--- src/rtl/matrix_column_scanner.sv ---
// matrix_column_scanner: autonomous LED matrix column scanner.
// Drives one active-low column at a time for DWELL_CYCLES, with BLANK_CYCLES of
// all-off blanking before each column, and pulses frame_start on the first
// driven cycle of the first column of a frame.
// Optional build macro COL_SKIP_EN adds a skip_mask input; masked columns are
// never driven and take no time.
//
// state | meaning
// IDLE  | scan stopped, all columns off, col_idx 0
// BLANK | all columns off ahead of column col_idx
// DRIVE | column col_idx driven low
module matrix_column_scanner #(
  parameter int NUM_COLS     = 7,
  parameter int COL_W        = 3,
  parameter int DWELL_CYCLES = 1000,
  parameter int BLANK_CYCLES = 2,
  parameter int CNT_W        = 16
) (
  input  logic                clk,
  input  logic                reset,
  input  logic                enable,
`ifdef COL_SKIP_EN
  input  logic [NUM_COLS-1:0] skip_mask,
`endif
  output logic [NUM_COLS-1:0] col_n,
  output logic [COL_W-1:0]    col_idx,
  output logic                blank,
  output logic                frame_start
);

  typedef enum logic [1:0] {
    S_IDLE  = 2'd0,
    S_BLANK = 2'd1,
    S_DRIVE = 2'd2
  } state_t;

  localparam logic [CNT_W-1:0] DWELL_LD = CNT_W'(DWELL_CYCLES - 1);
  localparam logic [CNT_W-1:0] BLANK_LD = (BLANK_CYCLES > 0) ? CNT_W'(BLANK_CYCLES - 1) : '0;
  localparam logic [COL_W-1:0] LAST_IDX = COL_W'(NUM_COLS - 1);
  localparam logic [COL_W:0]   NUM_IDX  = (COL_W + 1)'(NUM_COLS);

  state_t                r_state;
  logic [COL_W-1:0]      r_col_idx;
  logic [CNT_W-1:0]      r_cnt;
  logic                  r_is_first;
  logic                  r_none;
  logic [NUM_COLS-1:0]   r_col_n;
  logic                  r_blank;
  logic                  r_frame_start;

  state_t                w_state_nxt;
  logic [COL_W-1:0]      w_idx_nxt;
  logic [CNT_W-1:0]      w_cnt_nxt;
  logic                  w_first_nxt;
  logic                  w_none_nxt;
  logic                  w_fs_nxt;
  logic [NUM_COLS-1:0]   w_col_n_nxt;
  logic [NUM_COLS-1:0]   w_mask;
  logic [COL_W-1:0]      w_adv_start;
  logic [COL_W:0]        w_low;
  logic [COL_W:0]        w_adv;
  logic                  w_idx_bad;

`ifdef COL_SKIP_EN
  assign w_mask = skip_mask;
`else
  assign w_mask = '0;
`endif

  // Returns {found, index} of the first unmasked column at or after start, with wrap.
  function automatic logic [COL_W:0] f_search(input logic [NUM_COLS-1:0] mask,
                                              input logic [COL_W-1:0] start);
    logic             found;
    logic [COL_W-1:0] res;
    int               j;
    found = 1'b0;
    res   = '0;
    for (int k = 0; k < NUM_COLS; k++) begin
      j = int'(start) + k;
      if (j >= NUM_COLS) j = j - NUM_COLS;
      if (!found && !mask[j]) begin
        found = 1'b1;
        res   = COL_W'(j);
      end
    end
    return {found, res};
  endfunction

  assign w_adv_start = (r_col_idx == LAST_IDX) ? '0 : r_col_idx + 1'b1;
  assign w_low       = f_search(w_mask, '0);
  assign w_adv       = f_search(w_mask, w_adv_start);
  assign w_idx_bad   = ({1'b0, r_col_idx} >= NUM_IDX);

  // Next-state, next-column and counter decode.
  always_comb begin
    w_state_nxt = r_state;
    w_idx_nxt   = r_col_idx;
    w_cnt_nxt   = r_cnt;
    w_first_nxt = r_is_first;
    w_none_nxt  = r_none;
    w_fs_nxt    = 1'b0;
    if (!enable || w_idx_bad) begin
      w_state_nxt = S_IDLE;
      w_idx_nxt   = '0;
      w_cnt_nxt   = '0;
      w_first_nxt = 1'b0;
      w_none_nxt  = 1'b0;
    end else begin
      case (r_state)
        S_IDLE: begin
          if (!w_low[COL_W]) begin
            // every column masked: park in blanking
            w_state_nxt = S_BLANK;
            w_idx_nxt   = '0;
            w_cnt_nxt   = '0;
            w_first_nxt = 1'b0;
            w_none_nxt  = 1'b1;
          end else begin
            w_idx_nxt   = w_low[COL_W-1:0];
            w_first_nxt = 1'b1;
            w_none_nxt  = 1'b0;
            if (BLANK_CYCLES == 0) begin
              w_state_nxt = S_DRIVE;
              w_cnt_nxt   = DWELL_LD;
              w_fs_nxt    = 1'b1;
            end else begin
              w_state_nxt = S_BLANK;
              w_cnt_nxt   = BLANK_LD;
            end
          end
        end
        S_BLANK: begin
          if (!r_none) begin
            if (r_cnt == '0) begin
              w_state_nxt = S_DRIVE;
              w_cnt_nxt   = DWELL_LD;
              w_fs_nxt    = r_is_first;
            end else begin
              w_cnt_nxt = r_cnt - 1'b1;
            end
          end
        end
        S_DRIVE: begin
          if (r_cnt == '0) begin
            if (!w_adv[COL_W]) begin
              w_state_nxt = S_BLANK;
              w_idx_nxt   = '0;
              w_cnt_nxt   = '0;
              w_first_nxt = 1'b0;
              w_none_nxt  = 1'b1;
            end else begin
              w_idx_nxt   = w_adv[COL_W-1:0];
              w_first_nxt = (w_adv[COL_W-1:0] == w_low[COL_W-1:0]);
              if (BLANK_CYCLES == 0) begin
                w_state_nxt = S_DRIVE;
                w_cnt_nxt   = DWELL_LD;
                w_fs_nxt    = (w_adv[COL_W-1:0] == w_low[COL_W-1:0]);
              end else begin
                w_state_nxt = S_BLANK;
                w_cnt_nxt   = BLANK_LD;
              end
            end
          end else begin
            w_cnt_nxt = r_cnt - 1'b1;
          end
        end
        default: begin
          w_state_nxt = S_IDLE;
          w_idx_nxt   = '0;
          w_cnt_nxt   = '0;
          w_first_nxt = 1'b0;
          w_none_nxt  = 1'b0;
        end
      endcase
    end
  end

  // Column drive decoded from the next state so at most one bit is ever low.
  always_comb begin
    w_col_n_nxt = '1;
    for (int i = 0; i < NUM_COLS; i++) begin
      w_col_n_nxt[i] = !((w_state_nxt == S_DRIVE) && (w_idx_nxt == COL_W'(i)));
    end
  end

  // State, counter and registered outputs.
  always_ff @(posedge clk or posedge reset) begin
    if (reset) begin
      r_state       <= S_IDLE;
      r_col_idx     <= '0;
      r_cnt         <= '0;
      r_is_first    <= 1'b0;
      r_none        <= 1'b0;
      r_col_n       <= '1;
      r_blank       <= 1'b1;
      r_frame_start <= 1'b0;
    end else begin
      r_state       <= w_state_nxt;
      r_col_idx     <= w_idx_nxt;
      r_cnt         <= w_cnt_nxt;
      r_is_first    <= w_first_nxt;
      r_none        <= w_none_nxt;
      r_col_n       <= w_col_n_nxt;
      r_blank       <= (w_state_nxt != S_DRIVE);
      r_frame_start <= w_fs_nxt;
    end
  end

  assign col_n       = r_col_n;
  assign col_idx     = r_col_idx;
  assign blank       = r_blank;
  assign frame_start = r_frame_start;

endmodule

--- config.mk ---
export PLATFORM = sky130hd
export DESIGN_NAME = matrix_column_scanner
export DESIGN_NICKNAME = d
export VERILOG_FILES = /design/src/rtl/matrix_column_scanner.sv
export SDC_FILE = /design/constraint.sdc
export NUM_CORES = 1
export LEC_CHECK = 0
export CAP_MARGIN = 5
export CORE_MARGIN = 2
export CORE_UTILIZATION = 45
export CTS_BUF_LIST = sky130_fd_sc_hd__clkbuf_8
export CTS_CLUSTER_SIZE = 24
export DETAILED_ROUTE_END_ITERATION = 10
export PLACE_DENSITY_LB_ADDON = 0.1
export REMOVE_ABC_BUFFERS = 1
export SLEW_MARGIN = 40
export SYNTH_ARGS = -nofsm -noshare
export SYNTH_HDL_FRONTEND = slang
export SYNTH_SLANG_ARGS = --single-unit
export TNS_END_PERCENT = 30
--- constraint.sdc ---
create_clock -name clk -period 5.4 [get_ports clk]
set_input_delay 1.08 -clock clk [delete_from_list [all_inputs] [get_ports clk]]
set_output_delay 1.08 -clock clk [all_outputs]
set_load 0.02 [all_outputs]
==> parameters.txt, run 1 <==
Parameter                              Value

Floorplan
  Overall die height    69.1 µm
  Starting density of the core    47.4%
  Std-Cell Rows    23
  I/O pin count    15
  Area inside the core boundary    roughly 4000 µm²
  Die Span X    69.1 µm
  Total die area    approximately 4800 µm²

STA
  Count of endpoints failing setup in the final report    0
  Final setup skew    just over 0.007 ns
  Total negative slack    0 ns
  Minimum period implied by the final worst setup slack    2.87 ns
  Slew Viols, Final    0
  Worst slew margin relative to its limit    between 50% and 60%
  Final Hold Fails    0
  Period Utilization, post-route    53.1%
  RSZ-0062 raised after global routing    false
  Actual transition at the worst max-transition pin    0.738 ns
  Highest attainable clock frequency    ~0.35 GHz
  Worst hold margin    0.506 ns

Detailed routing
  DRC    0
  Total Wirelength    4010 µm
  Vias per cell    5.77
  First-pass DRT Iterations    4
  DRC violation total after the first TritonRoute iteration    between 70 and 80
  Via Count    1529
  Routed len/inst    ~15 µm
  Count of antenna-violating nets left after detailed routing    0

CTS
  Clock Tree Root    sky130_fd_sc_hd__clkbuf_8
  Post-CTS Hold Buffers    0
  Clk_lat worst skew    0.28 ns
  Clock buffers created by TritonCTS    5
  Clk slew on worst S/H paths    approximately 0.07 ns
  Number of instances resized during post-cts repair    0
  Post-CTS Setup Bufs    0
  H-tree levels    2
  Largest buffer count on any clock path    2
  Number of sinks on the clock net    32
  TritonCTS clock tree    yes

Placement
  Port Buffers    14
  Final RePlAce weighted congestion    0.838
  Area after detailed placement    2080 µm²
  Post-detail-place hpwl    2910 µm

Power
  Leakage power of the design    0.920 nW
  PwrDens    568 nW/µm²
  Total power after layout    1.23 mW
  Worst-case vdd ir drop    0.236 mV

GRT
  Total global routing track utilization    18.8%
  Wire length of the first global-routing pass    7290 µm
  Antenna violations before repair    0
  Number of global-route vias before repair    1508
  Pin count of the biggest net entering global routing    33
  Total gr overflow    0

Outcome
  Status    complete, no violations

Setup path
  Reg2Reg Depth    8
  FF-to-FF Start    r_cnt[0]
  CP max-delay cell    sky130_fd_sc_hd__or4b_1
  Critical path type    reg -> reg
  Delay of the slowest critical-path stage    around 0.66 ns
  Kind of cell adding the most delay to the critical path    simple AND/OR/NAND/NOR gates
  Critical path endpoint category    flip-flop
  Worst flop-to-flop path endpoint    col_n[3]
  Worst reg-to-reg setup slack    between 2 and 3 ns
  Worst path cell trace    inv_1, ha_1, nor4b_4, nand4_1, or4b_1, a31o_1, nor2_4, nand3_1
  Worst path arrival time    3.07 ns
  Worst Path Required    between 5 and 6 ns
  Startpoint type of the worst setup path    flip-flop
  Worst-path fanout max    11
  Buffering stage count on the worst path with inverters included    1

Synthesis
  Leading area contributor after synthesis    sky130_fd_sc_hd__dfrtp_1
  Primary FF master, synth    sky130_fd_sc_hd__dfrtp_1
  Share of synthesized flip-flops with an asynchronous set or reset    100%
  Post-synthesis cell area    between 1500 and 2000 µm²
  Number of unique standard cell types used by synthesis    52
  Area share of the largest cell type after synthesis    31.5%
  Gate Count Post-Synth    200
  Top post-synthesis cells by count    25 x sky130_fd_sc_hd__nand2_1, 24 x sky130_fd_sc_hd__dfrtp_1, 19 x sky130_fd_sc_hd__nor2_1, 12 x sky130_fd_sc_hd__nand3_1, 10 x sky130_fd_sc_hd__a21oi_1
  Post-synthesis register bit count    32
  Average instance area after synthesis    9.55 µm²
  Post-synth EDFFs    0
  Leading cell types by total area after synthesis    sky130_fd_sc_hd__dfrtp_1 31%, sky130_fd_sc_hd__dfstp_2 11%, sky130_fd_sc_hd__nand2_1 4.9%, sky130_fd_sc_hd__ha_1 4.6%, sky130_fd_sc_hd__nor2_1 3.7%
  Number of warning messages in the yosys log    0
  Count leader, synth    sky130_fd_sc_hd__nand2_1
  Portion of the post-synthesis area used by sequential elements    42.5%

Worst hold path
  Source of the worst hold timing path    r_is_first
  Worst Hold End    frame_start
  Path class of the lowest-slack min-delay path    reg -> reg
  Hold path cells    2

Layout
  Filler cells    362
  Synth-to-Final Area Change    13.5%
  Cell area after layout    around 2200 µm²
  Proportion of layout cells with a drive suffix above 1    15.3%
  Number of diodes    0
  Post-layout net count    224

Job
  Maximum capacitance violations    0
## cells in the final DEF, fill, tap and decap left out, types with 2 or more instances in the layout
cell type / synthesis / routed
sky130_fd_sc_hd__o22ai_1: 2 / 2
sky130_fd_sc_hd__a211oi_1: 2 / 2
sky130_fd_sc_hd__xor2_1: 2 / 2
sky130_fd_sc_hd__nand3_1: 12 / 12
sky130_fd_sc_hd__a31oi_1: 2 / 2
sky130_fd_sc_hd__dfstp_2: 8 / 8
sky130_fd_sc_hd__or2_2: 2 / 2
sky130_fd_sc_hd__a21o_1: 2 / 2
sky130_fd_sc_hd__xnor2_1: 5 / 5
sky130_fd_sc_hd__and3b_1: 2 / 2
sky130_fd_sc_hd__nand4_1: 3 / 3
sky130_fd_sc_hd__nand2_2: 2 / 2
sky130_fd_sc_hd__o2bb2ai_1: 2 / 2
sky130_fd_sc_hd__o21ai_1: 2 / 2
sky130_fd_sc_hd__clkbuf_8: 0 / 6
sky130_fd_sc_hd__clkdlybuf4s50_1: 0 / 14
sky130_fd_sc_hd__inv_1: 8 / 10
sky130_fd_sc_hd__o21ai_0: 6 / 6
sky130_fd_sc_hd__nor3_1: 4 / 4
sky130_fd_sc_hd__nand2b_1: 2 / 2
sky130_fd_sc_hd__a21oi_1: 10 / 10
sky130_fd_sc_hd__dfrtp_1: 24 / 24
sky130_fd_sc_hd__nor4b_4: 2 / 2
sky130_fd_sc_hd__nand2_1: 25 / 25
sky130_fd_sc_hd__nor4_1: 5 / 5
sky130_fd_sc_hd__or3_1: 2 / 2
sky130_fd_sc_hd__o31ai_1: 3 / 3
sky130_fd_sc_hd__or4b_1: 2 / 2
sky130_fd_sc_hd__and3_1: 5 / 5
sky130_fd_sc_hd__nor2_1: 19 / 19
sky130_fd_sc_hd__ha_1: 7 / 7
## worst min-delay path, cell delays in order, from the launching register on
cell and delay [ns]:
sky130_fd_sc_hd__dfrtp_1 0.37, sky130_fd_sc_hd__nand2_1 0.06, sky130_fd_sc_hd__nor2_1 0.04
## state kept, by name, summed over array words and instances (netlist names)
signal,cells
col_n,7
r_state,2
r_cnt,16
blank,1
r_is_first,1
col_idx,3
r_none,1
frame_start,1
## where the power goes
part           internal [mW]  switching (mW)  leakage (nW)
Clock                  0.100          0.0865        0.0538
Combinational          0.255           0.418         0.456
Sequential             0.300          0.0715         0.411
## layout make-up
| class | instances | area, µm² | area share (%) |
|---|---|---|---|
| Clock inverter | 2 | 7.51 | 0.346 |
| Timing Repair Buffer | 15 | 148 | 6.81 |
| Multi-Input combinational cell | 152 | 1030 | 47.3 |
| Inverter | 8 | 30.0 | 1.39 |
| Tap cell | 50 | 62.6 | 2.89 |
| Sequential cell | 32 | 811 | 37.4 |
| Clock buffer | 6 | 82.6 | 3.81 |
## metal layers
metal | wire length [µm] | track usage, %
met1 | 1950 | 26.9
met2 | 1850 | 28.6
met5 | 0 | 0
met4 | 41 | 5.23
met3 | 171 | 4.09
## through the flow
step                      cells  util [%]  worst slack (ns)
final                       265      53.8              2.53
after global routing        265      53.8              2.32
after CTS                   265      53.8              2.53
after detailed placement    257      51.6              2.30
after global placement      257      51.6              2.42
after floorplan             192         -              2.89
## worst max-delay path by stage
stage / from / cells after the start / slack, ns / end
floorplan: col_idx[1] / 7 / 2.89 / col_n[2]
global placement: enable / 6 / 2.42 / r_cnt[8]
detailed placement: enable / 6 / 2.30 / r_cnt[7]
CTS: r_cnt[0] / 8 / 2.53 / col_n[3]
global route: r_cnt[0] / 8 / 2.32 / col_n[2]
finish: r_cnt[0] / 8 / 2.53 / col_n[3]
## cells by family (layout without fill, tap and decap cells)
group | after synthesis | after routing | synth area share, %
compound gates | 38 | 38 | 15.3
xor+xnor | 7 | 7 | 3.21
simple gates | 99 | 99 | 30.1
buf+inv | 16 | 31 | 3.80
mux | 1 | 1 | 0.590
flops | 32 | 32 | 42.5
fa+ha+maj | 7 | 7 | 4.59
Power figures use the tool's default switching activity.
==> inputs of run 2 (changes only) <==
clock period = 2.7 ns   (was 5.4 ns; I/O delays follow)
==> parameters.txt, run 2 (synthesized netlist as in run 1, its figures left out) <==
Parameter                              Value

Outcome
  Status    complete, no violations

CTS
  Clk slew on worst S/H paths    0.07 ns
  TritonCTS clock tree    yes
  Post-CTS Hold Buffers    0
  Clk_lat worst skew    between 0.2 and 0.3 ns
  Number of sinks on the clock net    32
  Largest buffer count on any clock path    2
  Clock Tree Root    sky130_fd_sc_hd__clkbuf_8
  Clock buffers created by TritonCTS    5
  Number of instances resized during post-cts repair    0
  Post-CTS Setup Bufs    0
  H-tree levels    2

Detailed routing
  DRC    0
  Via Count    between 1500 and 2000
  First-pass DRT Iterations    4
  Total Wirelength    4210 µm
  Routed len/inst    15.5 µm
  DRC violation total after the first TritonRoute iteration    63
  Count of antenna-violating nets left after detailed routing    0
  Vias per cell    5.81

STA
  Final setup skew    0.00598 ns
  Slew Viols, Final    0
  Count of endpoints failing setup in the final report    0
  Actual transition at the worst max-transition pin    around 0.54 ns
  Final Hold Fails    0
  RSZ-0062 raised after global routing    false
  Highest attainable clock frequency    0.415 GHz
  Period Utilization, post-route    89.4%
  Total negative slack    0 ns
  Worst slew margin relative to its limit    64.2%
  Minimum period implied by the final worst setup slack    about 2.4 ns

Layout
  Number of diodes    0
  Proportion of layout cells with a drive suffix above 1    18.5%
  Number of standard cells in the layout, taps in and fillers out    approximately 270
  Share of the core filled with cells    55.5%
  Leading cell type in the layout, fill and taps excluded    sky130_fd_sc_hd__nand2_1
  Post-layout net count    231
  Synth-to-Final Area Change    17.2%
  Filler cells    365
  Max reg flops    16
  Register ranked first by flip-flop count    r_cnt
  Most frequent cells in the layout    25 x sky130_fd_sc_hd__nand2_1, 24 x sky130_fd_sc_hd__dfrtp_1, 19 x sky130_fd_sc_hd__nor2_1

Power
  Total power after layout    2.61 mW
  Power share of the sequential group    28.5%
  Switching power    1.18 mW
  PwrDens    between 1000 and 1500 nW/µm²
  Power share of the combinational group    between 50% and 60%
  Switching share of power    45.2%
  Worst-case vdd ir drop    0.494 mV
  Leakage power of the design    0.961 nW
  Clock network fraction of total power    between 10% and 20%
  Internal power    1.43 mW

Setup path
  Startpoint type of the worst setup path    flip-flop
  Worst path cell trace    inv_1, ha_1, nor4b_4, and4_2, nand2_2, o32ai_4, and3_1, nand2_1
  Worst path arrival time    2.62 ns
  Worst Setup SP    r_cnt[0]
  Critical path type    reg -> reg
  CP max-delay cell    sky130_fd_sc_hd__dfrtp_1
  Kind of cell adding the most delay to the critical path    simple AND/OR/NAND/NOR gates
  Buffering stage count on the worst path with inverters included    1
  Delay of the slowest critical-path stage    0.44 ns
  Worst Path Required    2.91 ns
  FF-to-FF Start    r_cnt[0]
  Worst-path fanout max    6
  Critical path endpoint category    flip-flop

Placement
  Placed cells    264
  Final RePlAce weighted congestion    0.830
  Post-detail-place hpwl    3030 µm
  Port Buffers    14

Floorplan
  Die Span X    around 69 µm
  Overall die height    ~69 µm
  Starting density of the core    47.4%
  I/O pin count    15
  Std-Cell Rows    23
  Total die area    4780 µm²
  Area inside the core boundary    4030 µm²

GRT
  Antenna violations before repair    0
  Total global routing track utilization    19.3%
  Pin count of the biggest net entering global routing    33
  Total gr overflow    0
  Number of global-route vias before repair    between 1500 and 2000
  Wire length of the first global-routing pass    7450 µm

Worst hold path
  Path class of the lowest-slack min-delay path    reg -> reg
  Source of the worst hold timing path    r_is_first

Job
  Maximum capacitance violations    0
run 2: cell count changes in the layout (fill, tap and decap cells not counted), sizes merged:
cell	delta
bufinv	+1
clkbuf	-1
buf	+7
clkinv	+1
inv	-1
run 2: per-layer routing:
layer	part of all wire, %	wire [µm]	track usage, %
met3	5.5	230	4.97
met2	45	1900	29.4
met5	0	0	0
met4	1.2	49	5.66
met1	48	2020	27.1
run 2: area by class of cell:
class	count	area, µm²	area share [%]
tap	50	62.6	2.80
clock buffer	5	68.8	3.08
inverter	8	30.0	1.34
multi-input combinational	152	1030	45.9
timing repair buffer	22	200	8.95
clock inverter	3	38.8	1.73
sequential	32	811	36.2
run 2: stage by stage:
stage	hold WS, ns	setup slack [ns]	instance area (µm²)
after floorplan	0.464	0.188	1870
after global placement	0.483	0.313	2130
after detailed placement	0.487	0.280	2130
after CTS	0.497	0.282	2240
after global routing	0.531	0.134	2240
final	0.491	0.287	2240
run 2: final timing paths:
kind	cells past startpoint	to	slack, ns
max	8	col_n[6]	0.29
min	2	frame_start	0.49
max reg2reg	8	col_n[6]	0.29
min reg2reg	2	frame_start	0.49
max in group asynchronous	3	col_n[3]	1.73
min in group asynchronous	3	r_cnt[11]	0.64
run 2: power groups by stage:
stage                     Clock (mW)  Sequential, mW  Combinational, mW
after floorplan                    0           0.722               1.06
after global placement             0           0.738               1.38
after detailed placement           0           0.747               1.39
after CTS                      0.464           0.739               1.40
after global routing           0.490           0.763               1.55
final                          0.455           0.743               1.41
run 2: tightest hold or removal path, stage by stage (launching register included):
cell and delay, ns:
sky130_fd_sc_hd__dfrtp_1 0.37, sky130_fd_sc_hd__nand2_1 0.05, sky130_fd_sc_hd__nor2_1 0.03
==> inputs of run 3 (changes only) <==
GPL_ROUTABILITY_DRIVEN = 0   (was default)
SLEW_MARGIN = default   (was 40)
==> results of run 3 <==
Final layout, timing and power as in run 2 (identical DEF).
